File: config.mk
export PLATFORM = sky130hd
export DESIGN_NAME = pudp_encode
export DESIGN_NICKNAME = d
export VERILOG_FILES = /design/src/rtl/pudp_encode.sv
export SDC_FILE = /design/constraint.sdc
export NUM_CORES = 1
export LEC_CHECK = 0
export ABC_AREA = 0
export CAP_MARGIN = 10
export CORE_AREA = 5 5 132 134
export DETAILED_ROUTE_END_ITERATION = 10
export DIE_AREA = 0 0 137 139
export PLACE_DENSITY = 0.89
export SYNTH_ARGS = -nofsm -noshare
export SYNTH_HDL_FRONTEND = slang
export SYNTH_SLANG_ARGS = --single-unit
File: constraint.sdc
create_clock -name clki -period 3.3 [get_ports clki]
set_clock_uncertainty 0.1 [all_clocks]
set_input_delay 0.66 -clock clki [delete_from_list [all_inputs] [get_ports clki]]
set_output_delay 0.66 -clock clki [all_outputs]
set_load 0.005 [all_outputs]
File: src/rtl/pudp_encode.sv
// rtl/pudp_encode.sv - PUDP transmit packetizer: 4x64-bit AXI-Stream channels in, framed 8-bit stream out.
// Frame is [type][payload bytes][xor checksum]; channels granted round-robin per packet.
module pudp_encode (
  input  logic             clki,
  input  logic             rsti,
  input  logic [3:0]       s_axis_tvalid,
  output logic [3:0]       s_axis_tready,
  input  logic [3:0]       s_axis_tlast,
  input  logic [3:0][7:0]  s_axis_tkeep,
  input  logic [3:0][63:0] s_axis_tdata,
  output logic             m_axis_tvalid,
  input  logic             m_axis_tready,
  output logic             m_axis_tlast,
  output logic [7:0]       m_axis_tdata
);

  typedef enum logic [1:0] {IDLE, TYPE, DATA, CSUM} state_t;

  state_t      state, state_nxt;
  logic [1:0]  grant, grant_nxt, rr_ptr, cand;
  logic [7:0]  chk;
  logic        pkt_end;
  logic [63:0] buf_data;
  logic [7:0]  buf_keep;
  logic [2:0]  lane;
  logic [7:0]  cur_byte;
  logic        buf_empty, last_byte, m_hs, rdy, load, end_now;

  // buf_keep holds only the lanes still waiting to be sent; lowest set lane goes next
  always_comb begin
    lane = 3'd0;
    for (int i = 7; i >= 0; i--) begin
      if (buf_keep[i]) lane = 3'(i);
    end
  end

  assign cur_byte  = buf_data[{lane, 3'b000} +: 8];
  assign buf_empty = (buf_keep == 8'h00);
  assign last_byte = !buf_empty && ((buf_keep & (buf_keep - 8'd1)) == 8'h00);

  always_comb begin
    grant_nxt = rr_ptr;
    cand      = rr_ptr;
    for (int k = 3; k >= 0; k--) begin
      cand = rr_ptr + 2'(k);
      if (s_axis_tvalid[cand]) grant_nxt = cand;
    end
  end

  always_comb begin
    m_axis_tvalid = 1'b0;
    m_axis_tlast  = 1'b0;
    m_axis_tdata  = 8'h00;
    case (state)
      TYPE: begin
        m_axis_tvalid = 1'b1;
        m_axis_tdata  = {6'b0, grant};
      end
      DATA: begin
        m_axis_tvalid = !buf_empty;
        m_axis_tdata  = cur_byte;
      end
      CSUM: begin
        m_axis_tvalid = 1'b1;
        m_axis_tlast  = 1'b1;
        m_axis_tdata  = chk;
      end
      default: ;
    endcase
  end

  assign m_hs = m_axis_tvalid && m_axis_tready;
  assign rdy  = ((state == TYPE) || (state == DATA)) && !pkt_end &&
                (buf_empty || ((state == DATA) && m_hs && last_byte));
  assign s_axis_tready = rdy ? (4'b0001 << grant) : 4'b0000;
  assign load    = rdy && s_axis_tvalid[grant];
  // an empty tlast beat arriving now ends the packet without a stall cycle
  assign end_now = load && s_axis_tlast[grant] && (s_axis_tkeep[grant] == 8'h00);

  always_comb begin
    state_nxt = state;
    case (state)
      IDLE: if (|s_axis_tvalid) state_nxt = TYPE;
      TYPE: if (m_hs) state_nxt = (pkt_end || end_now) ? CSUM : DATA;
      DATA: begin
        if (pkt_end && buf_empty)
          state_nxt = CSUM;
        else if (m_hs && last_byte && (pkt_end || end_now))
          state_nxt = CSUM;
      end
      CSUM: if (m_hs) state_nxt = IDLE;
      default: state_nxt = IDLE;
    endcase
  end

  always_ff @(posedge clki or posedge rsti) begin
    if (rsti) begin
      state    <= IDLE;
      grant    <= 2'd0;
      rr_ptr   <= 2'd0;
      chk      <= 8'h00;
      pkt_end  <= 1'b0;
      buf_data <= 64'h0;
      buf_keep <= 8'h00;
    end else begin
      state <= state_nxt;
      case (state)
        IDLE: if (|s_axis_tvalid) begin
          grant <= grant_nxt;
          chk   <= {6'b0, grant_nxt};
        end
        DATA: if (m_hs) begin
          chk            <= chk ^ cur_byte;
          buf_keep[lane] <= 1'b0;
        end
        CSUM: if (m_hs) begin
          rr_ptr  <= grant + 2'd1;
          chk     <= 8'h00;
          pkt_end <= 1'b0;
        end
        default: ;
      endcase
      if (load) begin
        buf_data <= s_axis_tdata[grant];
        buf_keep <= s_axis_tkeep[grant];
        pkt_end  <= s_axis_tlast[grant];
      end
    end
  end

endmodule

### Word level (Yosys, flattened, before mapping)

Index checks and enable logic that the tools add are counted.

* add/sub/neg operators: 5
* multiply operators: 0
* divide/modulo/power cells: 0
* order comparisons: 7
* equal/unequal tests: 8
* shift-type cells: 2
* muxes and demuxes: 51
* bitwise gates (word level): 4
* reductions and logical operators: 34

Operators with widths (number)
* $bmux 64 s2: 1
* $mux 64: 1
* $shiftx 64x7->8: 1
* $mux 8: 7
* $pmux 8 s3: 2
* $logic_not 8->1: 3
* $mux 3: 8
* $mux 2: 9
* $and 8x8->8: 2
* $bmux 8 s2: 1
* $lt 2x3->1 const B: 5
* $logic_and 1x1->1: 13
* $bmux 1 s2: 6
* $mux 1: 12
* $ne 2x2->1 const B: 4
* $not 8->8: 1
* $pmux 2 s4: 1
* $reduce_and 2->1: 4
* $reduce_and 4->1: 2
* $sub 8x1->8 const B: 1
* $xor 8x8->8: 1
* $reduce_bool 2->1: 3
* $add 2x1->2 const B: 2
* $add 2x2->2 const B: 2
* other kinds (15): 19

* register bits after elaboration: 87
* bits in latches: 0
* memory bits (writable): 0
* ROM bits: 0
* bits of input ports: 299
* output and inout port bits: 14
* memories: 0

### Longest topological paths before layout

Gate-level depths: netlist of the first run.

* depth after elaboration: 17
* mapped depth: 11

### Least setup slack after synthesis of the first run

Ideal clock, no wire load.

* path type: reg-to-output
* start point: register buf_keep[0]
* end point: output port m_axis_tdata[3]
* data arrival time: 2116 ps
* setup slack: 424 ps
* cell stages (with the launch flop): 10
* buffers on the path: 2
* path through: dfrtp_1 clkbuf_1 inv_1 a21oi_1 nand2_1 buf_4 mux2i_1 a221oi_1 a22oi_1 nor2_1

* cells in the longest elaborated chain, start to end: 3

RTL lines
* start: declaration: RTL line 24 `logic [7:0] buf_keep;`
* start signal: assignment: RTL line 125 `buf_keep <= s_axis_tkeep[grant];`
* $mux 3: RTL line 33 `if (buf_keep[i]) lane = 3'(i);`
* $shiftx 64x7->8: RTL line 37 `assign cur_byte = buf_data[{lane, 3'b000} +: 8];`
* $pmux 8 s3: RTL line 54 `case (state)`
* end: declaration: RTL line 14 `output logic [7:0] m_axis_tdata`

No other way between the ends.

### Final worst setup path of the first run

* start point: register buf_keep[3]
* end point: output port s_axis_tready[3]

* cells in the longest elaborated chain, start to end: 9
* elaborated cells on any way between the ends: 13

RTL lines
* branches (longest 6 deep; another with $sub 8x1->8)
* $logic_or 1x1->1 *: RTL line 74 `(buf_empty || ((state == DATA) && m_hs && last_byte));`
* $logic_and 1x1->1 *: RTL line 73 `assign rdy = ((state == TYPE) || (state == DATA)) && !pkt_end &&`
* $mux 4 *: RTL line 75 `assign s_axis_tready = rdy ? (4'b0001 << grant) : 4'b0000;`
* end: declaration: RTL line 7 `output logic [3:0] s_axis_tready,`

Mark *: on every way between the ends.

==> impl_results.html, run 1 <==
<table>
<tr><th>Metric</th><th>Value</th></tr>
<tr><th colspan="2">Final layout</th></tr>
<tr><td>Number of nets at the end of the flow</td><td>1156</td></tr>
<tr><td>Count of non-filler cells in the finished layout</td><td>~1.1k</td></tr>
<tr><td>Sequential cell area in the final layout</td><td>around 2200 sq um</td></tr>
<tr><td>Layout cells sized above 1</td><td>a little under a third</td></tr>
<tr><td>Area taken by multi-input logic gates</td><td>4420 sq um</td></tr>
<tr><td>Most common cell after layout, fill and taps aside</td><td>sky130_fd_sc_hd__clkdlybuf4s50_1</td></tr>
<tr><td>Final cell area excluding filler cells</td><td>between 10000 and 15000 sq um</td></tr>
<tr><td>Final core area utilization</td><td>66.8%</td></tr>
<tr><td>Number of fill cells</td><td>approximately 1.1k</td></tr>
<tr><td>Most used cells in the layout excluding fill and tap cells</td><td>sky130_fd_sc_hd__clkdlybuf4s50_1, sky130_fd_sc_hd__dfrtp_1, sky130_fd_sc_hd__mux4_2</td></tr>
<tr><td>Layout Area Growth over Synthesis</td><td>60.0%</td></tr>
<tr><th colspan="2">Place</th></tr>
<tr><td>Global placement routability congestion</td><td>just over 0.9</td></tr>
<tr><td>IO Port Bufs</td><td>312</td></tr>
<tr><td>Total placed instance area</td><td>between 10000 and 15000 sq um</td></tr>
<tr><td>Count of placed standard cells including taps</td><td>between 1k and 1.5k</td></tr>
<tr><td>HPWL Detailed</td><td>19.5 mm</td></tr>
<tr><th colspan="2">Clocking</th></tr>
<tr><td>Register clock-pin slew on the reported worst setup and hold paths</td><td>roughly 60 ps</td></tr>
<tr><td>CTS buffer count</td><td>9</td></tr>
<tr><td>Clock latency reported for the late side of the worst-skew pair</td><td>350 ps</td></tr>
<tr><td>Clk root buf</td><td>sky130_fd_sc_hd__clkbuf_16</td></tr>
<tr><td>CTS tree</td><td>built</td></tr>
<tr><td>Cts-stage hold buffer count</td><td>0</td></tr>
<tr><td>Clk buf depth</td><td>2</td></tr>
<tr><td>CTS sink count</td><td>slightly below 90</td></tr>
<tr><td>H-Tree Level Count</td><td>3</td></tr>
<tr><th colspan="2">Routing</th></tr>
<tr><td>Routed wire length on met2</td><td>12.8 mm</td></tr>
<tr><td>Met3 WL</td><td>about 1.9 mm</td></tr>
<tr><td>Routed length per instance</td><td>roughly 23 microns</td></tr>
<tr><td>DRT antenna net count</td><td>0</td></tr>
<tr><td>Number of remaining DRC errors</td><td>0</td></tr>
<tr><td>Post-detailed-route via-to-cell ratio</td><td>5.75</td></tr>
<tr><td>Initial DRC Count</td><td>between 400 and 500</td></tr>
<tr><td>Total iterations of the first detailed-routing run</td><td>5</td></tr>
<tr><td>Detailed Route WL</td><td>around 24 mm</td></tr>
<tr><td>Highest layer used for signal routing</td><td>met4</td></tr>
<tr><td>Vias after detailed routing</td><td>between 6k and 7k</td></tr>
<tr><td>Total routed wire length on the met1 layer</td><td>around 9 mm</td></tr>
<tr><th colspan="2">Die</th></tr>
<tr><td>Top-level port count</td><td>between 300 and 400</td></tr>
<tr><td>Initial cell density of the core</td><td>between 40% and 50%</td></tr>
<tr><td>Placeable core region</td><td>~16000 sq um</td></tr>
<tr><td>Die area</td><td>between 15000 and 20000 sq um</td></tr>
<tr><td>Die extent in y</td><td>139 microns</td></tr>
<tr><td>Width of the die</td><td>~140 microns</td></tr>
<tr><td>Cell row count</td><td>47</td></tr>
<tr><th colspan="2">Synthesis</th></tr>
<tr><td>Flip-flop and latch count after synthesis</td><td>slightly below 90</td></tr>
<tr><td>Part of the Yosys area used for sequential elements</td><td>roughly a third</td></tr>
<tr><td>Count of synthesis-stage warnings from yosys</td><td>0</td></tr>
<tr><td>Cell area after technology mapping</td><td>6750 sq um</td></tr>
<tr><td>Async set or reset register ratio after synthesis</td><td>100%</td></tr>
<tr><td>Gate count after technology mapping</td><td>between 500 and 600</td></tr>
<tr><td>Area share of the largest cell type after synthesis</td><td>about 32%</td></tr>
<tr><td>Number of distinct library cell variants in the gate-level netlist after synthesis</td><td>64</td></tr>
<tr><td>EDFF count, synth</td><td>0</td></tr>
<tr><td>Post-synthesis net count</td><td>roughly 820</td></tr>
<tr><td>Average footprint of a synthesized cell</td><td>13.2 sq um</td></tr>
<tr><td>Most used flip-flop cell after synthesis</td><td>sky130_fd_sc_hd__dfrtp_1</td></tr>
<tr><td>Leading area contributor after synthesis</td><td>sky130_fd_sc_hd__dfrtp_1</td></tr>
<tr><td>Largest cells by area after synthesis</td><td>sky130_fd_sc_hd__dfrtp_1, sky130_fd_sc_hd__mux4_2, sky130_fd_sc_hd__mux2_4, sky130_fd_sc_hd__buf_12, sky130_fd_sc_hd__mux2i_1</td></tr>
<tr><th colspan="2">Setup path</th></tr>
<tr><td>Reg-to-Reg End</td><td>buf_data[23]</td></tr>
<tr><td>R2r setup slk</td><td>around 80 ps</td></tr>
<tr><td>Critical path capture point type</td><td>output port</td></tr>
<tr><td>Category of the critical setup timing path</td><td>reg2out</td></tr>
<tr><td>Highest cell delay on the worst timing path</td><td>570 ps</td></tr>
<tr><td>Highest-delay cell along the critical path</td><td>sky130_fd_sc_hd__or4_4</td></tr>
<tr><td>Worst-case reg-to-reg path depth</td><td>11</td></tr>
<tr><td>Startpoint Class</td><td>flip-flop</td></tr>
<tr><td>Critical path, cell by cell</td><td>or4_4 &gt; buf_6 &gt; a2111oi_4 &gt; o21ai_2 &gt; o21ai_2 &gt; and3_4 &gt; buf_6 &gt; and2_4 &gt; buf_6</td></tr>
<tr><td>Most common cell on crit path</td><td>sky130_fd_sc_hd__buf_6</td></tr>
<tr><td>Data arrival at the endpoint of the critical path</td><td>between 2000 and 3000 ps</td></tr>
<tr><td>Critical Path RT</td><td>roughly 2500 ps</td></tr>
<tr><td>Largest driver fanout on the critical path</td><td>4</td></tr>
<tr><td>FF-to-FF Start</td><td>buf_keep[3]</td></tr>
<tr><th colspan="2">STA</th></tr>
<tr><td>Headroom to the max-slew limit</td><td>between 50% and 60%</td></tr>
<tr><td>Setup repair after global routing missed its margin</td><td>yes</td></tr>
<tr><td>Max Fclk</td><td>between 200 and 300 MHz</td></tr>
<tr><td>Final setup vio count</td><td>11</td></tr>
<tr><td>Post-layout worst setup margin</td><td>-87.8 ps</td></tr>
<tr><td>Fin. Hold Viols</td><td>0</td></tr>
<tr><td>Setup TNS</td><td>-423 ps</td></tr>
<tr><td>Worst Tran Pin Value</td><td>736 ps</td></tr>
<tr><td>Shortest clock period the worst path allows after layout</td><td>3390 ps</td></tr>
<tr><td>Max-slew violations</td><td>0</td></tr>
<tr><td>Fraction of the cycle the final worst path needs</td><td>103%</td></tr>
<tr><th colspan="2">Min path</th></tr>
<tr><td>Class of the most critical hold timing path</td><td>reg2reg</td></tr>
<tr><td>Worst hold stages</td><td>1</td></tr>
<tr><td>Worst hold endpoint</td><td>buf_data[19]</td></tr>
<tr><td>Hold Startpoint</td><td>buf_data[19]</td></tr>
<tr><th colspan="2">Global route</th></tr>
<tr><td>Number of global-route vias before repair</td><td>approximately 6.8k</td></tr>
<tr><td>Initial antenna violation count</td><td>2</td></tr>
<tr><td>GR Overflow Total</td><td>0</td></tr>
<tr><td>Global-route wire length before repair</td><td>37.7 mm</td></tr>
<tr><td>Pin count of the biggest net entering global routing</td><td>88</td></tr>
<tr><td>GRT Total Usage</td><td>between 20% and 30%</td></tr>
<tr><th colspan="2">Power</th></tr>
<tr><td>Power density over cell area</td><td>843 nW/um^2</td></tr>
<tr><td>VDD IR max</td><td>approximately 550 uV</td></tr>
<tr><td>LEAKAGE</td><td>between 4 and 5 nW</td></tr>
<tr><th colspan="2">Run status</th></tr>
<tr><td>Failing checks</td><td>negative setup slack</td></tr>
<tr><td>Status</td><td>finished with violations</td></tr>
<tr><th colspan="2">Run</th></tr>
<tr><td>Number of maximum-capacitance violations</td><td>0</td></tr>
</table>
[layout make-up]
| type | count | area share (%) |
|---|---|---|
| Inverter | 15 | 0.533 |
| Tap cell | 220 | 2.55 |
| Sequential cell | 87 | 20.2 |
| Clock inverter | 7 | 0.626 |
| Antenna cell | 2 | 0.0464 |
| Clock buffer | 9 | 2.09 |
| Multi-Input combinational cell | 371 | 40.9 |
| Timing Repair Buffer | 364 | 33.0 |
[logic make-up after synthesis]
family	Yosys count	share of synthesized area (%)
AND/OR/NAND/NOR	107	8.19
buffers and inverters	53	5.08
adder cells (fa/ha/maj)	9	1.67
flip-flops	87	32.3
AO/OA/AOI/OAI	99	11.4
XOR/XNOR	2	0.260
multiplexers	154	41.2
[flip-flops by register name, indices dropped and copies added (netlist names)]
register / cells
buf_data: 64
buf_keep: 8
chk: 8
grant: 2
pkt_end: 1
rr_ptr: 2
state: 2
[worst max-delay path by stage]
stage / start / endpoint / slack (ps) / depth (start not counted)
5_1_grt: buf_keep[3] / s_axis_tready[3] / -160 / 9
3_3_place_gp: buf_keep[3] / m_axis_tdata[1] / -70 / 7
6_report: buf_keep[3] / s_axis_tready[3] / -90 / 9
2_1_floorplan: rsti / buf_data[0] / 290 / 1
4_1_cts: buf_keep[1] / s_axis_tready[3] / -80 / 9
3_5_place_dp: buf_keep[3] / m_axis_tdata[1] / -110 / 7
[timing repair]
action                                 4_1_cts  5_1_grt
endpoints found under the hold margin        0        0
setup buffers                               12        6
resized for setup                           79       13
setup endpoints to repair                   12       22
pin swaps                                   23       22
[critical path, delay by kind of cell (launching register included)]
kind                   cells  cell delay (ps)
buffers and inverters      3              320
DFF                        1              390
AOI/OAI and AO/OA          3              640
and+or+nand+nor            3              930
[power breakdown]
group | total (mW) | switching [mW] | internal, mW
Clock | 1.00 | 0.475 | 0.528
Combinational | 6.03 | 2.69 | 3.33
Sequential | 2.07 | 0.503 | 1.56
Total | 9.10 | 3.67 | 5.42
[synth_stat cells (all sizes together), types with 3 or more instances]
| cell type | number |
|---|---|
| o21ai | 16 |
| a221oi | 5 |
| a21oi | 15 |
| o22a | 5 |
| a22o | 6 |
| nor3 | 4 |
| nor2b | 6 |
| inv | 15 |
| mux2i | 12 |
| a31oi | 3 |
| a21boi | 3 |
| and2 | 7 |
| mux4 | 74 |
| nor4 | 5 |
| buf | 17 |
| ha | 9 |
| clkbuf | 21 |
| or3 | 7 |
| o221ai | 7 |
| mux2 | 68 |
| o31ai | 5 |
| dfrtp | 87 |
| a22oi | 5 |
| nor3b | 3 |
| nand2 | 23 |
| nand3 | 6 |
| nand2b | 6 |
| nor2 | 31 |
| a211oi | 5 |
| a31o | 6 |
[layer usage]
metal  track usage (%)  up-vias
li1                  -     2722
met1              30.8     3072
met2              45.4      334
met3              5.33       51
met4              8.93        0
met5                 0        -
[per-stage QoR]
step / worst slack (ps) / hold slack, ps / total power, mW
6_report: -87.8 / 418 / 9.10
2_1_floorplan: 290 / 359 / 5.62
3_3_place_gp: -72.3 / 396 / 7.25
4_1_cts: -75.2 / 419 / 8.89
3_5_place_dp: -106 / 400 / 7.40
5_1_grt: -157 / 437 / 9.62
No activity file was read; power rests on OpenSTA's default activity.
==> run 2, diff against run 1 <==
==> constraint.sdc (replaced) <==
create_clock -name clki -period 3.3 [get_ports clki]
set_clock_uncertainty 0.1 [all_clocks]
set_input_delay 0.495 -clock clki [delete_from_list [all_inputs] [get_ports clki]]
set_output_delay 0.495 -clock clki [all_outputs]
set_load 0.005 [all_outputs]
==> run 2 against run 1 <==
Against the previous run: the run still ends with negative setup slack left; first-iteration DRC count down 20%; non-clock buffer count rose by 1; power down 0.25%; register-to-register slack worse by 20 ps; clock power increased by 5%; wire length grew 2.2%; combinational power is 1% lower; critical path depth is 1 higher; sequential share of layout area is essentially flat; count of clock-buffer cells in the layout did not move; critical path type unchanged; critical endpoint is now m_axis_tdata[7].
==> impl_results.html, run 2 (same netlist as run 1, synthesis figures left out) <==
<table>
<tr><th>Metric</th><th>Value</th></tr>
<tr><th colspan="2">Run status</th></tr>
<tr><td>Status</td><td>finished with violations</td></tr>
<tr><td>Failing checks</td><td>negative setup slack</td></tr>
<tr><th colspan="2">Setup path</th></tr>
<tr><td>Most common cell on crit path</td><td>sky130_fd_sc_hd__buf_4</td></tr>
<tr><td>Highest-delay cell along the critical path</td><td>sky130_fd_sc_hd__dfrtp_1</td></tr>
<tr><td>Startpoint Class</td><td>flip-flop</td></tr>
<tr><td>Top delay family on crit path</td><td>compound AO/OA/AOI/OAI gates</td></tr>
<tr><td>Highest cell delay on the worst timing path</td><td>400 ps</td></tr>
<tr><td>Critical path capture point type</td><td>output port</td></tr>
<tr><td>Critical Path RT</td><td>~2700 ps</td></tr>
<tr><td>Critical path, cell by cell</td><td>buf_4 &gt; or3_1 &gt; a21o_1 &gt; buf_4 &gt; and2_1 &gt; mux2i_1 &gt; a221oi_2 &gt; a22oi_1 &gt; nor2_1 &gt; dlygate4sd2_1</td></tr>
<tr><td>Buf+Inv Stages, Crit Path</td><td>3</td></tr>
<tr><td>Largest driver fanout on the critical path</td><td>5</td></tr>
<tr><td>Category of the critical setup timing path</td><td>reg2out</td></tr>
<tr><td>Data arrival at the endpoint of the critical path</td><td>approximately 2800 ps</td></tr>
<tr><th colspan="2">Global route</th></tr>
<tr><td>Pin count of the biggest net entering global routing</td><td>73</td></tr>
<tr><td>GRT Total Usage</td><td>25.3%</td></tr>
<tr><td>Global-route wire length before repair</td><td>about 37 mm</td></tr>
<tr><td>Initial antenna violation count</td><td>0</td></tr>
<tr><td>GR Overflow Total</td><td>0</td></tr>
<tr><td>Number of global-route vias before repair</td><td>about 6.5k</td></tr>
<tr><th colspan="2">Routing</th></tr>
<tr><td>Initial DRC Count</td><td>~390</td></tr>
<tr><td>DRT antenna net count</td><td>0</td></tr>
<tr><td>Vias after detailed routing</td><td>a little over 6k</td></tr>
<tr><td>Total routed wire length on the met1 layer</td><td>9.30 mm</td></tr>
<tr><td>Detailed Route WL</td><td>25.0 mm</td></tr>
<tr><td>Number of remaining DRC errors</td><td>0</td></tr>
<tr><td>Total iterations of the first detailed-routing run</td><td>5</td></tr>
<tr><td>Met3 WL</td><td>between 1.5 and 2 mm</td></tr>
<tr><td>Post-detailed-route via-to-cell ratio</td><td>around 5.7</td></tr>
<tr><td>Highest layer used for signal routing</td><td>met4</td></tr>
<tr><td>Routed wire length on met2</td><td>around 13 mm</td></tr>
<tr><td>Routed length per instance</td><td>roughly 23 microns</td></tr>
<tr><th colspan="2">Final layout</th></tr>
<tr><td>Most flop-heavy register</td><td>buf_data</td></tr>
<tr><td>Layout cells sized above 1</td><td>roughly 30%</td></tr>
<tr><td>Final cell area excluding filler cells</td><td>10800 sq um</td></tr>
<tr><td>Biggest regs</td><td>buf_data x64, buf_keep x8, chk x8</td></tr>
<tr><td>Ant diodes</td><td>0</td></tr>
<tr><td>Number of nets at the end of the flow</td><td>between 1k and 1.5k</td></tr>
<tr><td>Number of fill cells</td><td>between 1k and 1.5k</td></tr>
<tr><td>Number of flip-flops in the largest register</td><td>between 60 and 70</td></tr>
<tr><td>Most common cell after layout, fill and taps aside</td><td>sky130_fd_sc_hd__clkdlybuf4s50_1</td></tr>
<tr><td>Most used cells in the layout excluding fill and tap cells</td><td>sky130_fd_sc_hd__clkdlybuf4s50_1, sky130_fd_sc_hd__dfrtp_1, sky130_fd_sc_hd__mux4_2</td></tr>
<tr><td>Layout Area Growth over Synthesis</td><td>60.3%</td></tr>
<tr><th colspan="2">STA</th></tr>
<tr><td>Worst Tran Pin Value</td><td>approximately 760 ps</td></tr>
<tr><td>Final setup vio count</td><td>2</td></tr>
<tr><td>Fraction of the cycle the final worst path needs</td><td>103%</td></tr>
<tr><td>Setup TNS</td><td>-116 ps</td></tr>
<tr><td>Headroom to the max-slew limit</td><td>48.8%</td></tr>
<tr><td>Max-slew violations</td><td>0</td></tr>
<tr><td>Fin. Hold Viols</td><td>0</td></tr>
<tr><td>Shortest clock period the worst path allows after layout</td><td>between 3000 and 4000 ps</td></tr>
<tr><td>Worst hold slack after final layout</td><td>around 420 ps</td></tr>
<tr><td>Max Fclk</td><td>just under 300 MHz</td></tr>
<tr><td>Post-layout worst setup margin</td><td>-98.1 ps</td></tr>
<tr><td>Setup repair after global routing missed its margin</td><td>yes</td></tr>
<tr><th colspan="2">Place</th></tr>
<tr><td>Worst slack, placed</td><td>between 60 and 70 ps</td></tr>
<tr><td>Global placement routability congestion</td><td>roughly 0.94</td></tr>
<tr><td>HPWL Detailed</td><td>19.7 mm</td></tr>
<tr><td>Total placed instance area</td><td>about 10000 sq um</td></tr>
<tr><td>IO Port Bufs</td><td>approximately 310</td></tr>
<tr><th colspan="2">Power</th></tr>
<tr><td>VDD IR max</td><td>about 540 uV</td></tr>
<tr><td>Post-layout total power</td><td>roughly 9.1 mW</td></tr>
<tr><td>Power density over cell area</td><td>~840 nW/um^2</td></tr>
<tr><td>LEAKAGE</td><td>roughly 4.3 nW</td></tr>
<tr><th colspan="2">Die</th></tr>
<tr><td>Top-level port count</td><td>~310</td></tr>
<tr><td>Die area</td><td>about 19000 sq um</td></tr>
<tr><td>Placeable core region</td><td>approximately 16000 sq um</td></tr>
<tr><td>Die extent in y</td><td>139 microns</td></tr>
<tr><td>Cell row count</td><td>47</td></tr>
<tr><td>Initial cell density of the core</td><td>between 40% and 50%</td></tr>
<tr><td>Width of the die</td><td>around 140 microns</td></tr>
<tr><th colspan="2">Clocking</th></tr>
<tr><td>CTS buffer count</td><td>9</td></tr>
<tr><td>Register clock-pin slew on the reported worst setup and hold paths</td><td>approximately 70 ps</td></tr>
<tr><td>CTS tree</td><td>built</td></tr>
<tr><td>CTS sink count</td><td>87</td></tr>
<tr><td>Clk buf depth</td><td>2</td></tr>
<tr><td>H-Tree Level Count</td><td>3</td></tr>
<tr><td>Clk root buf</td><td>sky130_fd_sc_hd__clkbuf_16</td></tr>
<tr><td>Clock latency reported for the late side of the worst-skew pair</td><td>approximately 350 ps</td></tr>
<tr><th colspan="2">Min path</th></tr>
<tr><td>Class of the most critical hold timing path</td><td>reg2reg</td></tr>
<tr><th colspan="2">Run</th></tr>
<tr><td>Number of maximum-capacitance violations</td><td>0</td></tr>
</table>
[run 2: cell types whose count changed in the layout (fill, tap and decap cells not counted), sizes merged, moves of 2 or more]
cell         delta
clkbuf          +3
buf             -6
clkinv          -3
dlygate4sd2     +2
diode           -2
clkinvlp        +2
[run 2: worst reg2reg max path: cells and delay by family (launching register included)]
family | cells | cell delay, ps
multiplexers | 1 | 380
buffers and inverters | 5 | 730
AO/OA/AOI/OAI | 3 | 620
flip-flops | 1 | 400
AND/OR/NAND/NOR | 3 | 910
[run 2: report_power, final]
group / internal (mW) / switching (mW) / total, mW / leakage [nW]
Combinational: 3.32 / 2.65 / 5.97 / 3.11
Sequential: 1.56 / 0.490 / 2.05 / 1.09
Clock: 0.588 / 0.458 / 1.05 / 0.138
Total: 5.47 / 3.60 / 9.07 / 4.34
[run 2: cell type report]
cell class                 count  area (sq um)  area share [%]
clock inverter                 6          71.3           0.659
sequential                    87          2180            20.2
inverter                      15          57.6           0.532
tap                          220           275            2.54
clock buffer                   9           225            2.08
multi-input combinational    371          4370            40.4
timing repair buffer         365          3630            33.6
[run 2: timing repair]
item / CTS / global route
cloned: 0 / 1
hold buffers: 0 / 0
buffers inserted: 12 / 12
pin swaps: 12 / 22
gates resized for setup: 45 / 26
setup endpoints to repair: 12 / 83
[run 2: routing by layer]
metal / vias to the layer above / track usage [%]
met5: - / 0
met4: 0 / 7.30
met3: 59 / 4.90
met2: 320 / 46.2
met1: 3046 / 29.9
li1: 2723 / -
[run 2: final timing paths]
kind                               from         endpoint  slack, ps  cells after the start
min                        buf_data[27]     buf_data[27]        420                      1
min in group asynchronous          rsti     buf_data[33]        440                      2
min reg2reg                buf_data[27]     buf_data[27]        420                      1
max in group asynchronous          rsti      buf_data[4]       1980                      3
max reg2reg                 buf_keep[2]     buf_data[62]         60                     12
max                         buf_keep[2]  m_axis_tdata[7]       -100                     10
[run 2: metrics by stage]
stage                     utilization, %  std cells
after floorplan                        -        511
after global placement              62.7       1033
after detailed placement            62.7       1033
after CTS                           65.9       1060
after global routing                66.9       1073
final                               66.9       1073
==> run 3, diff against run 2 <==
CTS_BUF_LIST = sky130_fd_sc_hd__clkbuf_16   (was unset)
PLACE_DENSITY = 0.83   (was 0.89)
==> run 3 against run 2 <==
Against the previous run: power increased by 7.2%; critical endpoint is now state[1]; via count about the same; core utilization is 1.4 points higher; maximum frequency up 1.7%; sequential power hardly changed; critical path type is now reg2reg; die area did not move; sequential share of layout area shrank 0.40 points; the run still ends with negative setup slack left; critical path depth up 6; first-iteration DRC count rose by 4.1%.
==> impl_results.html, run 3 (same netlist as run 1, synthesis figures left out) <==
<table>
<tr><th>Metric</th><th>Value</th></tr>
<tr><th colspan="2">Setup path</th></tr>
<tr><td>Critical Path RT</td><td>~3400 ps</td></tr>
<tr><td>R2r setup slk</td><td>-40 ps</td></tr>
<tr><td>Highest-delay cell along the critical path</td><td>sky130_fd_sc_hd__or4_4</td></tr>
<tr><td>Most common cell on crit path</td><td>sky130_fd_sc_hd__buf_6</td></tr>
<tr><td>Highest cell delay on the worst timing path</td><td>between 500 and 600 ps</td></tr>
<tr><td>Category of the critical setup timing path</td><td>reg2reg</td></tr>
<tr><td>Startpoint Class</td><td>flip-flop</td></tr>
<tr><td>Largest driver fanout on the critical path</td><td>3</td></tr>
<tr><td>Data arrival at the endpoint of the critical path</td><td>about 3500 ps</td></tr>
<tr><td>Critical path capture point type</td><td>flip-flop</td></tr>
<tr><td>Critical path, cell by cell</td><td>or4_4 &gt; buf_6 &gt; a2111oi_4 &gt; buf_4 &gt; buf_6 &gt; buf_4 &gt; buf_4 &gt; buf_6 &gt; buf_6 &gt; buf_6 &gt; buf_6 &gt; o22ai_4 &gt; o31ai_4 &gt; a31oi_2 &gt; nor2_1 &gt; mux2_1</td></tr>
<tr><th colspan="2">Place</th></tr>
<tr><td>Global placement routability congestion</td><td>0.912</td></tr>
<tr><td>Worst slack, placed</td><td>~58 ps</td></tr>
<tr><td>HPWL Detailed</td><td>18.7 mm</td></tr>
<tr><td>IO Port Bufs</td><td>312</td></tr>
<tr><td>Count of placed standard cells including taps</td><td>1034</td></tr>
<tr><th colspan="2">Run status</th></tr>
<tr><td>Failing checks</td><td>negative setup slack</td></tr>
<tr><td>Status</td><td>finished with violations</td></tr>
<tr><th colspan="2">Final layout</th></tr>
<tr><td>Ant diodes</td><td>0</td></tr>
<tr><td>Number of nets at the end of the flow</td><td>1171</td></tr>
<tr><td>Final core area utilization</td><td>68.2%</td></tr>
<tr><td>Layout cells sized above 1</td><td>roughly a third</td></tr>
<tr><td>Layout Area Growth over Synthesis</td><td>63.5%</td></tr>
<tr><td>Most used cells in the layout excluding fill and tap cells</td><td>sky130_fd_sc_hd__clkdlybuf4s50_1, sky130_fd_sc_hd__dfrtp_1, sky130_fd_sc_hd__mux4_2</td></tr>
<tr><td>Most common cell after layout, fill and taps aside</td><td>sky130_fd_sc_hd__clkdlybuf4s50_1</td></tr>
<tr><td>Number of flip-flops in the largest register</td><td>64</td></tr>
<tr><td>Count of non-filler cells in the finished layout</td><td>between 1k and 1.5k</td></tr>
<tr><td>Most flop-heavy register</td><td>buf_data</td></tr>
<tr><td>Biggest regs</td><td>buf_data x64, buf_keep x8, chk x8</td></tr>
<tr><th colspan="2">Min path</th></tr>
<tr><td>Class of the most critical hold timing path</td><td>reg2reg</td></tr>
<tr><th colspan="2">STA</th></tr>
<tr><td>Worst Tran Pin Value</td><td>842 ps</td></tr>
<tr><td>Fraction of the cycle the final worst path needs</td><td>101%</td></tr>
<tr><td>Headroom to the max-slew limit</td><td>a little over two fifths</td></tr>
<tr><td>Shortest clock period the worst path allows after layout</td><td>3340 ps</td></tr>
<tr><td>Setup repair after global routing missed its margin</td><td>yes</td></tr>
<tr><td>Max-slew violations</td><td>0</td></tr>
<tr><td>Fin. Hold Viols</td><td>0</td></tr>
<tr><td>Post-layout worst setup margin</td><td>-40.1 ps</td></tr>
<tr><td>Final setup vio count</td><td>23</td></tr>
<tr><td>Max Fclk</td><td>between 200 and 300 MHz</td></tr>
<tr><th colspan="2">Clocking</th></tr>
<tr><td>H-Tree Level Count</td><td>3</td></tr>
<tr><td>Clock latency reported for the late side of the worst-skew pair</td><td>around 350 ps</td></tr>
<tr><td>Cts-stage hold buffer count</td><td>0</td></tr>
<tr><td>Clk root buf</td><td>sky130_fd_sc_hd__clkbuf_16</td></tr>
<tr><td>CTS buffer count</td><td>9</td></tr>
<tr><td>Clk buf depth</td><td>2</td></tr>
<tr><td>Register clock-pin slew on the reported worst setup and hold paths</td><td>70 ps</td></tr>
<tr><td>CTS sink count</td><td>87</td></tr>
<tr><td>CTS tree</td><td>built</td></tr>
<tr><th colspan="2">Routing</th></tr>
<tr><td>DRT antenna net count</td><td>0</td></tr>
<tr><td>Initial DRC Count</td><td>slightly above 400</td></tr>
<tr><td>Routed length per instance</td><td>~22 microns</td></tr>
<tr><td>Detailed Route WL</td><td>24.4 mm</td></tr>
<tr><td>Vias after detailed routing</td><td>approximately 6k</td></tr>
<tr><td>Total iterations of the first detailed-routing run</td><td>8</td></tr>
<tr><td>Number of remaining DRC errors</td><td>0</td></tr>
<tr><td>Post-detailed-route via-to-cell ratio</td><td>about 5.6</td></tr>
<tr><th colspan="2">Die</th></tr>
<tr><td>Cell row count</td><td>47</td></tr>
<tr><td>Width of the die</td><td>roughly 140 microns</td></tr>
<tr><td>Die area</td><td>around 19000 sq um</td></tr>
<tr><td>Die extent in y</td><td>139 microns</td></tr>
<tr><td>Placeable core region</td><td>16200 sq um</td></tr>
<tr><td>Initial cell density of the core</td><td>roughly two fifths</td></tr>
<tr><td>Top-level port count</td><td>between 300 and 400</td></tr>
<tr><th colspan="2">Global route</th></tr>
<tr><td>Global-route wire length before repair</td><td>between 30 and 40 mm</td></tr>
<tr><td>Number of global-route vias before repair</td><td>~6.7k</td></tr>
<tr><td>GR Overflow Total</td><td>0</td></tr>
<tr><td>Initial antenna violation count</td><td>0</td></tr>
<tr><td>Pin count of the biggest net entering global routing</td><td>55</td></tr>
<tr><td>GRT Total Usage</td><td>about a quarter</td></tr>
<tr><th colspan="2">Power</th></tr>
<tr><td>LEAKAGE</td><td>roughly 4.4 nW</td></tr>
<tr><td>Power density over cell area</td><td>around 880 nW/um^2</td></tr>
<tr><td>VDD IR max</td><td>roughly 480 uV</td></tr>
<tr><th colspan="2">Run</th></tr>
<tr><td>Number of maximum-capacitance violations</td><td>0</td></tr>
</table>
## run 3: cell count changes in the layout (fill, tap and decap cells not counted), moves of 2 or more
| cell | before | now |
|---|---|---|
| sky130_fd_sc_hd__a22oi_1 | 5 | 3 |
| sky130_fd_sc_hd__clkinvlp_4 | 2 | 0 |
| sky130_fd_sc_hd__a21boi_0 | 2 | 0 |
| sky130_fd_sc_hd__mux2_1 | 4 | 1 |
| sky130_fd_sc_hd__buf_2 | 2 | 0 |
| sky130_fd_sc_hd__a21boi_1 | 0 | 2 |
| sky130_fd_sc_hd__mux2_4 | 60 | 64 |
| sky130_fd_sc_hd__a22oi_2 | 0 | 2 |
| sky130_fd_sc_hd__mux2i_1 | 12 | 10 |
| sky130_fd_sc_hd__buf_6 | 7 | 12 |
| sky130_fd_sc_hd__dlygate4sd2_1 | 2 | 4 |
| sky130_fd_sc_hd__buf_4 | 42 | 53 |
## run 3: power breakdown
part / switching, mW / internal, mW / leakage, nW
registers: 0.496 / 1.56 / 1.09
clock network: 0.453 / 0.674 / 0.162
logic: 2.85 / 3.69 / 3.19
total: 3.80 / 5.93 / 4.44
## run 3: per-stage QoR
step / TNS, ps / power (mW) / hold slack [ps] / area, sq um
after floorplan: 0 / 5.62 / 359 / 6750
after global placement: 0 / 7.21 / 391 / 10100
after detailed placement: 0 / 7.30 / 389 / 10100
after CTS: -494 / 9.16 / 406 / 10800
after global routing: -4980 / 10.2 / 433 / 11000
final: -139 / 9.72 / 421 / 11000
## run 3: repair_timing
item	CTS	global route
gates cloned	0	0
setup endpoints to repair	12	13
pin swaps	9	19
setup buffers	27	12
resized for setup	32	46
endpoints found under the hold margin	0	0
## run 3: layout make-up
| cell class | count | area (sq um) |
|---|---|---|
| Timing Repair Buffer | 379 | 3730 |
| Inverter | 15 | 57.6 |
| Sequential cell | 87 | 2180 |
| Clock inverter | 7 | 103 |
| Clock buffer | 9 | 225 |
| Multi-Input combinational cell | 371 | 4460 |
| Fill cell | 1129 | 5130 |
| Tap cell | 220 | 275 |
## run 3: final timing paths
| check | start | cells past startpoint | to |
|---|---|---|---|
| worst max-delay path | buf_keep[3] | 16 | state[1] |
| worst min-delay path | buf_data[26] | 1 | buf_data[26] |
| worst max register to register | buf_keep[3] | 16 | state[1] |
| worst min register to register | buf_data[26] | 1 | buf_data[26] |
| max in group asynchronous | rsti | 3 | buf_data[7] |
| min in group asynchronous | rsti | 2 | buf_data[33] |
## run 3: critical path: cells and delay by family, from the launching register on
family,cells,cell delay [ps]
buffers and inverters,9,920
flip-flops,1,380
AO/OA/AOI/OAI,4,770
multiplexers,1,330
AND/OR/NAND/NOR,2,720
## run 3: routing by layer
layer  routed length, microns  track usage [%]  share of wire (%)
met2                    13000             45.3                 53
met5                        0                0                  0
met3                     1710             4.64                7.0
met4                      403             5.09                1.6
met1                     9370             30.6                 38
